--- src/rtl/bf_weight_loader_pkg.sv ---
// bf_weight_loader_pkg: shared beamformer types and constants.
// Contents:
//   - default array geometry
//   - bank index constants
//   - weight-set register type
//   - loader FSM state encoding
package bf_weight_loader_pkg;

    localparam int DEF_NUM_ELEM = 8;
    localparam int DEF_W_WIDTH  = 5;
    localparam int NUM_BANKS    = 4;

    localparam logic [1:0] BANK_COS_1 = 2'd0;
    localparam logic [1:0] BANK_SIN_1 = 2'd1;
    localparam logic [1:0] BANK_COS_2 = 2'd2;
    localparam logic [1:0] BANK_SIN_2 = 2'd3;

    // Full weight set at the default geometry: bank, then element, then bit.
    typedef logic [NUM_BANKS-1:0][DEF_NUM_ELEM-1:0][DEF_W_WIDTH-1:0] weight_set_t;

    typedef enum logic [1:0] {
        IDLE   = 2'd0,
        LOAD   = 2'd1,
        COMMIT = 2'd2
    } state_t;

endpackage

--- src/rtl/bf_weight_bank.sv ---
// bf_weight_bank: one 4-bank weight set, writable word-by-word or loaded whole.
// Ports:
//   clock, reset   - clock and asynchronous active-high clear
//   we, widx, wdata - single-word write at frame word index widx
//   load, load_data - copy an entire set in one cycle (takes priority over we)
//   q              - stored set
module bf_weight_bank
    import bf_weight_loader_pkg::*;
#(
    parameter int NUM_ELEM = DEF_NUM_ELEM,
    parameter int W_WIDTH  = DEF_W_WIDTH,
    localparam int CW      = $clog2(NUM_BANKS * NUM_ELEM)
) (
    input  logic                                          clock,
    input  logic                                          reset,
    input  logic                                          we,
    input  logic [CW-1:0]                                 widx,
    input  logic [W_WIDTH-1:0]                            wdata,
    input  logic                                          load,
    input  logic [NUM_BANKS-1:0][NUM_ELEM-1:0][W_WIDTH-1:0] load_data,
    output logic [NUM_BANKS-1:0][NUM_ELEM-1:0][W_WIDTH-1:0] q
);

    // Word k lands in bank k / NUM_ELEM, element k mod NUM_ELEM; matching the
    // flat index avoids dividers for non power-of-two element counts.
    always_ff @(posedge clock or posedge reset) begin
        if (reset) begin
            q <= '0;
        end else if (load) begin
            q <= load_data;
        end else if (we) begin
            for (int b = 0; b < NUM_BANKS; b++)
                for (int e = 0; e < NUM_ELEM; e++)
                    if (widx == CW'(b * NUM_ELEM + e))
                        q[b][e] <= wdata;
        end
    end

endmodule

--- src/rtl/bf_weight_loader.sv ---
// bf_weight_loader: framed weight loader with shadow/active double buffering.
// Ports:
//   clock, reset        - clock and asynchronous active-high reset
//   wr_valid/wr_sof/wr_data, wr_ready - weight word stream (accepted on valid & ready)
//   w_cos_1..w_sin_2    - active weights, NUM_ELEM x W_WIDTH each
//   weights_valid       - a frame has been committed since reset
//   commit_pulse        - strobe in the cycle the active set changes
//   frame_err           - strobe on an orphan word or a mid-frame restart
module bf_weight_loader
    import bf_weight_loader_pkg::*;
#(
    parameter int NUM_ELEM = DEF_NUM_ELEM,
    parameter int W_WIDTH  = DEF_W_WIDTH
) (
    input  logic                              clock,
    input  logic                              reset,
    input  logic                              wr_valid,
    input  logic                              wr_sof,
    input  logic [W_WIDTH-1:0]                wr_data,
    output logic                              wr_ready,
    output logic [NUM_ELEM-1:0][W_WIDTH-1:0]  w_cos_1,
    output logic [NUM_ELEM-1:0][W_WIDTH-1:0]  w_sin_1,
    output logic [NUM_ELEM-1:0][W_WIDTH-1:0]  w_cos_2,
    output logic [NUM_ELEM-1:0][W_WIDTH-1:0]  w_sin_2,
    output logic                              weights_valid,
    output logic                              commit_pulse,
    output logic                              frame_err
);

    localparam int CW = $clog2(NUM_BANKS * NUM_ELEM);
    localparam logic [CW-1:0] LAST = CW'(NUM_BANKS * NUM_ELEM - 1);

    state_t state;
    logic [CW-1:0] cnt;
    logic acc;
    logic shadow_we;
    logic [CW-1:0] widx;
    logic [NUM_BANKS-1:0][NUM_ELEM-1:0][W_WIDTH-1:0] shadow_q;
    logic [NUM_BANKS-1:0][NUM_ELEM-1:0][W_WIDTH-1:0] active_q;

    assign acc = wr_valid && wr_ready;
    // A sof word always restarts at index 0, whether it opens or resyncs a frame.
    assign widx = wr_sof ? '0 : cnt;
    // Orphan words in IDLE are dropped.
    assign shadow_we = acc && (wr_sof || state == LOAD);

    always_ff @(posedge clock or posedge reset) begin
        if (reset) begin
            state         <= IDLE;
            cnt           <= '0;
            wr_ready      <= 1'b0;
            weights_valid <= 1'b0;
            commit_pulse  <= 1'b0;
            frame_err     <= 1'b0;
        end else begin
            commit_pulse <= 1'b0;
            frame_err    <= 1'b0;
            wr_ready     <= 1'b1;
            case (state)
                IDLE: begin
                    if (acc) begin
                        if (wr_sof) begin
                            state <= LOAD;
                            cnt   <= CW'(1);
                        end else begin
                            frame_err <= 1'b1;
                        end
                    end
                end
                LOAD: begin
                    if (acc) begin
                        frame_err <= wr_sof;
                        if (widx == LAST) begin
                            state    <= COMMIT;
                            cnt      <= '0;
                            wr_ready <= 1'b0;
                        end else begin
                            cnt <= widx + CW'(1);
                        end
                    end
                end
                COMMIT: begin
                    state         <= IDLE;
                    commit_pulse  <= 1'b1;
                    weights_valid <= 1'b1;
                end
                default: state <= IDLE;
            endcase
        end
    end

    bf_weight_bank #(.NUM_ELEM(NUM_ELEM), .W_WIDTH(W_WIDTH)) u_shadow (
        .clock     (clock),
        .reset     (reset),
        .we        (shadow_we),
        .widx      (widx),
        .wdata     (wr_data),
        .load      (1'b0),
        .load_data ('0),
        .q         (shadow_q)
    );

    // The active set is loaded on the edge leaving COMMIT, so it only moves
    // when a complete frame sits in the shadow set.
    bf_weight_bank #(.NUM_ELEM(NUM_ELEM), .W_WIDTH(W_WIDTH)) u_active (
        .clock     (clock),
        .reset     (reset),
        .we        (1'b0),
        .widx      ('0),
        .wdata     ('0),
        .load      (state == COMMIT),
        .load_data (shadow_q),
        .q         (active_q)
    );

    assign w_cos_1 = active_q[BANK_COS_1];
    assign w_sin_1 = active_q[BANK_SIN_1];
    assign w_cos_2 = active_q[BANK_COS_2];
    assign w_sin_2 = active_q[BANK_SIN_2];

endmodule
--- config.mk ---
export PLATFORM = sky130hd
export DESIGN_NAME = bf_weight_loader
export DESIGN_NICKNAME = d
export VERILOG_FILES = /design/src/rtl/bf_weight_loader_pkg.sv /design/src/rtl/bf_weight_bank.sv /design/src/rtl/bf_weight_loader.sv
export SDC_FILE = /design/constraint.sdc
export NUM_CORES = 1
export LEC_CHECK = 0
export CAP_MARGIN = 25
export CELL_PAD_IN_SITES_DETAIL_PLACEMENT = 0
export CELL_PAD_IN_SITES_GLOBAL_PLACEMENT = 1
export CORE_AREA = 2 2 198 200
export DETAILED_ROUTE_END_ITERATION = 8
export DIE_AREA = 0 0 200 202
export PLACE_DENSITY = 0.61
export SLEW_MARGIN = 20
export SYNTH_ARGS = -nofsm -noshare
export SYNTH_HDL_FRONTEND = slang
export SYNTH_SLANG_ARGS = --single-unit
export TNS_END_PERCENT = 20
--- constraint.sdc ---
create_clock -name clock -period 10.9 [get_ports clock]
set_input_delay 2.18 -clock clock [delete_from_list [all_inputs] [get_ports clock]]
set_output_delay 2.18 -clock clock [all_outputs]
set_load 0.1 [all_outputs]
# Word-level counts from Yosys, hierarchy flattened
# Cells that the tools add are included.
dict set report op_classes {
  n_mux 19
  eq_ne 37
  add_sub_neg 1
  reduce_logical 40
}
# op count
set op_table {}
lappend op_table {{equality test 5 bit (second input constant)} 16}
lappend op_table {{AND reduction 2 bit} 32}
lappend op_table {{equality test 5 x 4 -> 1 bit (second input constant)} 8}
lappend op_table {{two-way mux 5 bit} 5}
lappend op_table {{equality test 5 x 3 -> 1 bit (second input constant)} 4}
lappend op_table {{equality test 5 x 2 -> 1 bit (second input constant)} 2}
lappend op_table {{case mux 5 bit (2 select lines)} 1}
lappend op_table {{two-way mux 2 bit} 4}
lappend op_table {{AND reduction 4 bit} 2}
lappend op_table {{two-way mux 1 bit} 7}
lappend op_table {{!= test 2 bit (second input constant)} 3}
lappend op_table {{adder 5 x 1 -> 5 bit (second input constant)} 1}
lappend op_table {{equality test 5 x 1 -> 1 bit (second input constant)} 1}
lappend op_table {{zero test 5 bit} 1}
lappend op_table {{case mux 2 bit (2 select lines)} 1}
lappend op_table {{equality test 2 x 1 -> 1 bit (second input constant)} 1}
lappend op_table {{equality test 2 bit (second input constant)} 1}
lappend op_table {{logical AND 1 bit} 2}
lappend op_table {{zero test 2 bit} 1}
lappend op_table {{!= test 2 x 1 -> 1 bit (second input constant)} 1}
lappend op_table {{case mux 1 bit (2 select lines)} 1}
lappend op_table {{nonzero test 2 bit} 1}
lappend op_table {{logical OR 1 bit} 1}
dict set report totals {
  out_inout_bits 164
  register_bits 331
  input_bits 9
  elab_cells 167
}

# Depth between registers and ports, before layout
# Gate-level depths: netlist of the first run.
dict set report depth {
  word_depth 5
  ltp_mapped 10
  depth_no_buf 7
}

# Cells and area by module
# From an unflattened synthesis of the first run, not the netlist that was laid out.
dict set report hier_totals {
  hier_cells 1953
  area_unflattened_um2 17262.8
}
# module cells_each n_inst area_per_inst_um2 seq_area_each_um2
set by_module_without_submodules {}
lappend by_module_without_submodules {{bf_weight_bank (u_shadow)} 947 1 8334.2 4003.8}
lappend by_module_without_submodules {{bf_weight_bank (u_active)} 947 1 8321.7 4003.8}
lappend by_module_without_submodules {bf_weight_loader 59 1 606.8 275.3}

# Least setup slack after synthesis of the first run
# OpenSTA, ideal clock, no wires.
dict set report synth_timing {
  kind {input-to-reg}
  startpoint {input wr_sof}
  endpoint {register cnt[3]}
  setup_ns 0.069
  stages 10
  path_buffers 3
  required_time_ns 10.831
  path_slack_ns 6.409
  arrival_ns 4.422
  cell_sequence {buf_4 -> buf_4 -> nor2b_1 -> ha_1 -> clkbuf_1 -> and2_1 -> ha_1 -> or4b_1 -> or4_1 -> nand3_1}
}
dict set report synth_via {
  elab_chain_cells 5
  word_cells_on_any_way 8
  cone_classes {add/sub (1); eq/ne (2); mux (4); reduce/logical (1)}
}
# item line
set synth_lines {}
lappend synth_lines {{start, declared} bf_weight_loader.sv:18} ;# input logic wr_sof,
lappend synth_lines {{two-way mux 5 bit} bf_weight_loader.sv:43} ;# assign widx = wr_sof ? '0 : cnt;
lappend synth_lines {{adder 5 x 1 -> 5 bit / equality test 5 bit (equally long branches)} {bf_weight_loader.sv:78, bf_weight_loader.sv:73}}
lappend synth_lines {{two-way mux 5 bit} bf_weight_loader.sv:73} ;# if (widx == LAST) begin
lappend synth_lines {{two-way mux 5 bit} bf_weight_loader.sv:71} ;# if (acc) begin
lappend synth_lines {{case mux 5 bit (2 select lines)} bf_weight_loader.sv:59} ;# case (state)
lappend synth_lines {{end signal, assigned} bf_weight_loader.sv:78} ;# cnt <= widx + CW'(1);
lappend synth_lines {{end, declared} bf_weight_loader.sv:34} ;# logic [CW-1:0] cnt;
# Several ways; a longest one is shown, not always the timed one. The select of a mux whose other input is x is not followed.
# A chain may end at the register's enable or synchronous reset.

# Worst setup path in the final report of the first run
# Ends and elaborated chain as after synthesis.

==> results of run 1 <==
==> per-stage QoR <==
step	cells	setup slack, ns	instance area [sq um]
final	1511	5.62	16400
after global routing	1511	5.38	16400
after CTS	1510	5.64	16400
after detailed placement	1443	5.07	15100
after global placement	1442	5.17	15000
after floorplan	795	4.30	12900
==> logic make-up (layout without fill, tap and decap cells) <==
| group | Yosys count | in the layout | share of synthesized area |
|---|---|---|---|
| AO/OA/AOI/OAI | 12 | 12 | 0.00643 |
| adder cells (fa/ha/maj) | 8 | 8 | 0.00779 |
| buffers and inverters | 57 | 255 | 0.0197 |
| flip-flops | 331 | 331 | 0.645 |
| multiplexers | 321 | 321 | 0.281 |
| AND/OR/NAND/NOR | 66 | 66 | 0.0400 |
==> state kept, by name, summed over array words and instances, names as in the netlist <==
signal         cells
cnt                5
state              2
commit_pulse       1
frame_err          1
weights_valid      1
wr_ready           1
u_active.q       160
u_shadow.q       160
==> final cells by class <==
cell class | count | area [sq um] | share of cell area
Sequential cell | 331 | 8280 | 0.504
Multi-Input combinational cell | 407 | 4320 | 0.263
Timing Repair Buffer | 181 | 1800 | 0.110
Clock buffer | 49 | 1080 | 0.0660
Tap cell | 518 | 648 | 0.0395
Clock inverter | 18 | 256 | 0.0156
Inverter | 7 | 30.0 | 0.00183
==> power by group <==
part / leakage (nW) / switching [mW] / internal (mW)
clock: 0.661 / 0.506 / 0.845
combinational: 2.67 / 0.0984 / 0.0983
sequential: 4.55 / 0.0555 / 1.33
total: 7.88 / 0.660 / 2.27
==> path summary, 6_finish.rpt <==
| path | depth (start not counted) | start | endpoint | slack [ns] |
|---|---|---|---|---|
| max | 7 | wr_sof | cnt[3] | 5.62 |
| min | 1 | weights_valid | weights_valid | 0.47 |
| max reg2reg | 6 | cnt[4] | cnt[3] | 8.09 |
| min reg2reg | 1 | weights_valid | weights_valid | 0.47 |
| max in group asynchronous | 4 | reset | u_shadow.q[75] | 6.82 |
| min in group asynchronous | 2 | reset | u_active.q[32] | 2.08 |
==> cells in the final DEF, fill, tap and decap left out, types with 2 or more instances in the layout <==
cell	count
dfrtp_1	331
mux2_2	319
clkdlybuf4s50_1	167
clkbuf_16	39
nand3_1	16
nand4_1	8
ha_1	8
clkinv_2	7
clkbuf_8	7
buf_4	7
nand2_1	6
bufinv_16	6
inv_1	5
nor2_1	5
buf_2	5
o21ai_0	4
nor4b_4	4
nand4b_1	4
nor2b_1	3
clkinvlp_4	3
inv_6	3
clkbuf_1	3
and4b_1	2
and3b_1	2
nor3b_2	2
o41ai_1	2
nand4bb_1	2
or3b_4	2
and3_1	2
mux2_1	2
a21oi_1	2
buf_16	2
==> critical path, cell delays in order <==
cell and delay (ns):
clkdlybuf4s50_1 1.10, nand2b_1 0.56, clkinv_1 0.41, ha_1 0.35
or4b_1 0.54, or4_1 0.49, nand3_1 0.10
==> metal layers <==
| layer | routed length, microns | up-vias | track usage |
|---|---|---|---|
| met5 | 0 | - | 0 |
| met4 | 607 | 0 | 0.0481 |
| met3 | 1700 | 41 | 0.0415 |
| met2 | 13500 | 145 | 0.234 |
| met1 | 13400 | 3698 | 0.206 |
| li1 | - | 3175 | - |
==> cell usage after synthesis <==
cell / instances / area, sq um
buf_4: 2 / 15.0
inv_1: 6 / 22.5
or4b_1: 1 / 10.0
clkbuf_1: 23 / 86.3
mux2_2: 319 / 3590
mux2_1: 2 / 22.5
o311a_1: 1 / 10.0
clkinv_1: 1 / 3.75
o21ai_0: 4 / 20.0
or4_1: 1 / 7.51
o31ai_1: 1 / 7.51
and3b_1: 2 / 17.5
nor4b_4: 4 / 95.1
buf_2: 25 / 125
a311o_1: 1 / 10.0
and3_1: 2 / 12.5
and2_1: 1 / 6.26
nand3b_1: 1 / 7.51
nand3_1: 16 / 80.1
dfrtp_1: 331 / 8280
o41ai_1: 2 / 17.5
and4b_1: 2 / 20.0
nor3b_2: 2 / 25.0
ha_1: 8 / 100
or2_2: 1 / 6.26
nand4b_4: 1 / 23.8
nand4b_1: 4 / 35.0
nand2_1: 6 / 22.5
nand4bb_1: 2 / 22.5
nor2_1: 5 / 18.8
o21bai_1: 1 / 7.51
nor2b_1: 4 / 25.0
nand2b_1: 1 / 6.26
nand4_1: 8 / 50.1
a21oi_1: 2 / 10.0
or3b_4: 2 / 22.5
==> results.cfg, run 1 <==
[outcome]
status = finished clean

[die]
fp.dieW_microns = 200
die-area_sq_um = 40400
die_h_microns = 202
pin_count = 173
core_sq_um = 38300
initial_core_util = 0.336
rows = 72

[drt]
viasPerCell = 4.67
drt-initial-drc-count = 283
drc_errors = 0
antenna_left = 0
vias = 7059
wl_microns = 29100
first_pass_iters = 4
avgRoutedWirePerCell_microns = 19.3

[cts]
cts_tree = yes
h-tree-depth = 2
cts_inserted_buffers = 37
cts_resized = 0
cts_setup_buffers = 0
hold_buffers = 0
cts_buffer_depth = 3
insertion_delay_ns = 0.54
root_buffer = clkbuf_16
cts.sinks = 331
clk_pin_slew_ns = 0.06

[place]
place_hpwl_microns = 18200
io_buffer_count = 172
gp_congestion = 0.735

[flow_run]
drv_cap = 0

[setup_path]
worstPathRequired_ns = 11.37
startpoint_type = input pin
cp-end-kind = register
arrival_ns = 5.74
critPathMaxFanout = 21
path_class = in -> reg

[sta]
tightest_slew_ns = 1.08
slew_viol_final = 0
setup-tns-final_ns = 0
fin_crit_sh = 0.484
layout_min_cycle_time_ns = 5.28
clock_skew_ns = 0.0106
hold-worst-slack_ns = 0.466
max_clock_freq_ghz = 0.190
rsz0062_at_grt = false
finalHoldViolCount = 0
slew_headroom = 0.275
report.final.setup_viol = 0

[synthesis]
syn_avg_cell_area_sq_um = 16.2
yosysWarnings = 0
syn_area_sq_um = 12800
syn_nets = 812
yosysSeqAreaShare = 0.645
ys_ff_latch = 331
synthDistinctLibCells = 36
synthCells = 795

[global_route]
grt_pass1_vias = 7593
grt_max_degree = 73
antenna_found_initial = 0
grt_pass1_wl_microns = 46200
gr-usage-all-layers = 0.151
gr-total-overflow = 0

[power_and_ir_drop]
p_leak_nw = 7.88
power_density_nw_per_um2 = 178
finalPower_mw = 2.93
vdd_drop_max_uv = 119

[final_layout]
postLayoutCoreUtil = 0.429
diodes = 0
syn_to_final_growth_pct = 27.8
drive_above_1_share = 0.412
finalNetCount = 982
fill_cells = 3544

[min_path]
hp-class = reg -> reg
(Power assumes the default switching activity.)
==> run 2, diff against run 1 <==
==> constraint.sdc (replaced) <==
create_clock -name clock -period 4.75 [get_ports clock]
set_input_delay 0.95 -clock clock [delete_from_list [all_inputs] [get_ports clock]]
set_output_delay 0.95 -clock clock [all_outputs]
set_load 0.1 [all_outputs]
==> run 2 against run 1 <==
Net effect: hold slack better by 0.00088 ns; sequential power rose by 130%; highest routed layer unchanged; count of clock-buffer cells in the layout grew 8; critical path depth rose by 1; die area stayed put; non-clock buffer count grew 3; sequential cell count did not move; critical path type unchanged.
==> results.cfg, run 2 (synthesis results as in run 1) <==
[die]
initial_core_util = 0.336
core_sq_um = 38300
die-area_sq_um = 40400
die_h_microns = 202
fp.dieW_microns = 200
rows = 72
pin_count = 173

[cts]
cts_buffer_depth = 3
hold_buffers = 0
h-tree-depth = 2
cts_tree = yes
cts_inserted_buffers = 38
clk_pin_slew_ns = 0.06
insertion_delay_ns = 0.54
cts_resized = 0
root_buffer = clkbuf_16
cts_setup_buffers = 0
cts.sinks = 331

[flow_run]
drv_cap = 0

[sta]
rsz0062_at_grt = false
clock_skew_ns = 0.0142
fin_crit_sh = 0.704
tightest_slew_ns = 1.10
finalHoldViolCount = 0
max_clock_freq_ghz = 0.299
slew_viol_final = 0
setup-tns-final_ns = 0
layout_min_cycle_time_ns = 3.35
hold-worst-slack_ns = 0.467
slew_headroom = 0.263
report.final.setup_viol = 0

[drt]
met3_length_microns = 1840
wl_met2_microns = 13300
avgRoutedWirePerCell_microns = 19.5
wl_met1_microns = 13800
drt-initial-drc-count = 264
vias = 7105
first_pass_iters = 5
top_layer_used = met4
viasPerCell = 4.69
antenna_left = 0
drc_errors = 0
wl_microns = 29600

[min_path]
worstHoldStart = weights_valid
hp-class = reg -> reg

[global_route]
grt_pass1_vias = 7352
gr-total-overflow = 0
grt_pass1_wl_microns = 46100
gr-usage-all-layers = 0.152
grt_max_degree = 104
antenna_found_initial = 0

[final_layout]
fill_cells = 3536
mostFrequentLayoutCells = dfrtp_1 (331), mux2_2 (319), clkdlybuf4s50_1 (167)
drive_above_1_share = 0.408
finalNetCount = 986
syn_to_final_growth_pct = 27.3
final_common_cell = dfrtp_1
postLayoutCoreUtil = 0.427
largestRegisters = u_active.q (160), u_shadow.q (160), cnt (5)
diodes = 0
design_area_sq_um = 16400

[setup_path]
critPathMaxFanout = 11
path_class = in -> reg
crit_family = simple AND/OR/NAND/NOR gates
critical_path_buf_inv_count = 1
crit_slowest_cell = clkdlybuf4s50_1
reg2reg_from = cnt[1]
crit_end = cnt[3]
cp_num_cells = 8
crit_top_cell = ha_1
reg2reg_slack_ns = 2.13
arrival_ns = 3.81
worstSetupStartpoint = wr_sof
worstPathRequired_ns = 5.22
startpoint_type = input pin
cp-end-kind = register
cp_cell_sequence = clkdlybuf4s50_1 > nor2b_1 > ha_1 > and2_1 > ha_1 > or4b_1 > or4_1 > nand3_1
cpPeakStageDelay_ns = 0.73
r2r-end = cnt[3]
ff2ff_path_depth = 7

[power_and_ir_drop]
vdd_drop_max_uv = 235
power_density_nw_per_um2 = 398
p_leak_nw = 7.86
finalPower_mw = 6.52

[place]
io_buffer_count = 172
place_hpwl_microns = 18400
gp_congestion = 0.756
placed_area_sq_um = 15100

[outcome]
status = finished clean
## run 2: per-layer routing
metal | vias to the layer above | GRT usage
met5 | - | 0
met1 | 3708 | 0.215
met2 | 156 | 0.225
li1 | 3199 | -
met4 | 0 | 0.0497
met3 | 42 | 0.0419
## run 2: worst min-delay path by stage
| stage | end | cells after the start | slack (ns) |
|---|---|---|---|
| floorplan | state[0] | 1 | 0.44 |
| global placement | weights_valid | 1 | 0.45 |
| detailed placement | weights_valid | 1 | 0.46 |
| CTS | weights_valid | 1 | 0.47 |
| global route | weights_valid | 1 | 0.49 |
| finish | weights_valid | 1 | 0.47 |
## run 2: cell type report
class	instances	area, sq um	area share
Timing Repair Buffer	184	1840	0.112
Clock buffer	57	1130	0.0693
Tap cell	518	648	0.0396
Inverter	7	30.0	0.00184
Sequential cell	331	8280	0.506
Clock inverter	10	104	0.00635
Multi-Input combinational cell	407	4320	0.264
## run 2: metrics by stage
stage,instances,worst slack (ns)
detailed placement,1447,0.866
floorplan,795,-0.621
global route,1514,1.28
CTS,1514,1.42
global placement,1447,0.877
finish,1514,1.40
## run 2: report_power, final
part           switching, mW  leakage, nW  internal [mW]  total, mW
Sequential             0.127         4.55           3.05       3.17
Combinational          0.229         2.69          0.228      0.458
Clock                   1.13        0.616           1.75       2.88
Total                   1.49         7.86           5.03       6.52
==> run 3, diff against run 2 <==
--- a/config.mk
+++ b/config.mk
@@ -11,7 +11,7 @@
 export CORE_AREA = 2 2 198 200
 export DETAILED_ROUTE_END_ITERATION = 8
 export DIE_AREA = 0 0 200 202
-export PLACE_DENSITY = 0.61
+export PLACE_DENSITY = 0.59
 export SLEW_MARGIN = 20
 export SYNTH_ARGS = -nofsm -noshare
 export SYNTH_HDL_FRONTEND = slang
==> constraint.sdc (replaced) <==
create_clock -name clock -period 3.4 [get_ports clock]
set_input_delay 0.68 -clock clock [delete_from_list [all_inputs] [get_ports clock]]
set_output_delay 0.68 -clock clock [all_outputs]
set_load 0.1 [all_outputs]
==> run 3 against run 2 <==
Net effect: clock skew fell by 0.0027 ns; largest cell class unchanged; setup slack got worse by 0.77 ns; critical path type unchanged; design area fell by 0.73%; wire length rose by 0.92%; sequential share of layout area rose by 0.37 points; count of clock-buffer cells in the layout did not move; largest power group unchanged.
==> results.cfg, run 3 (synthesis results as in run 1) <==
[drt]
viasPerCell = 4.69
drt-initial-drc-count = 228
avgRoutedWirePerCell_microns = 19.6
first_pass_iters = 4
vias = 7142
drc_errors = 0
antenna_left = 0
wl_microns = 29800

[final_layout]
design_area_sq_um = 16200
finalNetCount = 997
diodes = 0
stdcell_count = 1524
largestRegisters = u_active.q (160), u_shadow.q (160), cnt (5)
syn_to_final_growth_pct = 26.4
final_common_cell = dfrtp_1
mostFrequentLayoutCells = dfrtp_1 (331), mux2_2 (319), buf_4 (103)
drive_above_1_share = 0.498

[sta]
slew_viol_final = 0
report.final.setup_viol = 0
max_clock_freq_ghz = 0.361
clock_skew_ns = 0.0114
fin_crit_sh = 0.815
rsz0062_at_grt = false
hold-worst-slack_ns = 0.466
tightest_slew_ns = 0.987
layout_min_cycle_time_ns = 2.77
slew_headroom = 0.340
finalHoldViolCount = 0

[die]
fp.dieW_microns = 200
rows = 72
die_h_microns = 202
die-area_sq_um = 40400
initial_core_util = 0.336
pin_count = 173
core_sq_um = 38300

[flow_run]
drv_cap = 0

[setup_path]
startpoint_type = input pin
critPathMaxFanout = 11
arrival_ns = 3.23
cp-end-kind = register
worstPathRequired_ns = 3.86
path_class = in -> reg

[cts]
hold_buffers = 0
clk_pin_slew_ns = 0.06
root_buffer = clkbuf_16
insertion_delay_ns = 0.52
h-tree-depth = 2
cts_resized = 0
cts_setup_buffers = 0
cts_tree = yes
cts_inserted_buffers = 39
cts.sinks = 331
cts_buffer_depth = 3

[place]
place_hpwl_microns = 18700
placed_area_sq_um = 15000
gp_congestion = 0.748
dp.cells = 1457
io_buffer_count = 172

[global_route]
gr-total-overflow = 0
grt_max_degree = 99
grt_pass1_vias = 7653
grt_pass1_wl_microns = 46900
antenna_found_initial = 1
gr-usage-all-layers = 0.152

[power_and_ir_drop]
vdd_drop_max_uv = 352
power_density_nw_per_um2 = 563
finalPower_mw = 9.13
p_leak_nw = 8.09

[min_path]
hp-class = reg -> reg

[outcome]
status = finished clean
-- run 3: cell count changes in the layout (fill, tap and decap cells not counted), sizes merged --
| cell | delta |
|---|---|
| clkdlybuf4s50 | -88 |
| buf | +98 |
| clkinv | +1 |
| inv | -1 |
-- run 3: final timing paths --
kind,from,depth (start not counted),to,slack [ns]
max in group asynchronous,reset,4,u_shadow.q[113],2.04
min in group asynchronous,reset,2,u_active.q[30],0.54
setup reg to reg,state[0],6,u_shadow.q[1],0.82
hold reg to reg,weights_valid,1,weights_valid,0.47
setup / recovery,wr_sof,8,cnt[3],0.63
hold / removal,weights_valid,1,weights_valid,0.47
-- run 3: stage by stage --
stage / utilization / worst slack, ns / setup TNS, ns
2_1_floorplan: - / -1.70 / -562.92
3_3_place_gp: 0.392 / 0.0708 / 0
3_5_place_dp: 0.392 / 0.0753 / 0
4_1_cts: 0.424 / 0.627 / 0
5_1_grt: 0.424 / 0.456 / 0
6_report: 0.424 / 0.631 / 0
-- run 3: layout make-up --
class,instances,area (sq um)
Fill cell,3554,22100
Sequential cell,331,8280
Multi-Input combinational cell,407,4320
Timing Repair Buffer,194,1730
Clock buffer,57,1130
Tap cell,518,648
Clock inverter,10,100
Inverter,7,30.0
-- run 3: worst max-delay path, stage by stage --
cell and delay [ns]:
clkdlybuf4s50_1 0.66, nor2b_1 0.11, ha_1 0.22, and2_1 0.17, ha_1 0.26, or4b_1 0.55, or4_1 0.48, nand3_1 0.09
-- run 3: routing by layer --
layer | track usage | wire, microns | up-vias
li1 | - | - | 3209
met1 | 0.215 | 14000 | 3736
met2 | 0.232 | 13600 | 145
met3 | 0.0409 | 1670 | 50
met4 | 0.0415 | 633 | 2
met5 | 0 | 7 | -
-- run 3: power by group --
part / total (mW) / internal (mW) / switching, mW
Sequential: 4.45 / 4.26 / 0.191
Clock: 4.01 / 2.44 / 1.57
Combinational: 0.677 / 0.335 / 0.342
Total: 9.13 / 7.03 / 2.11
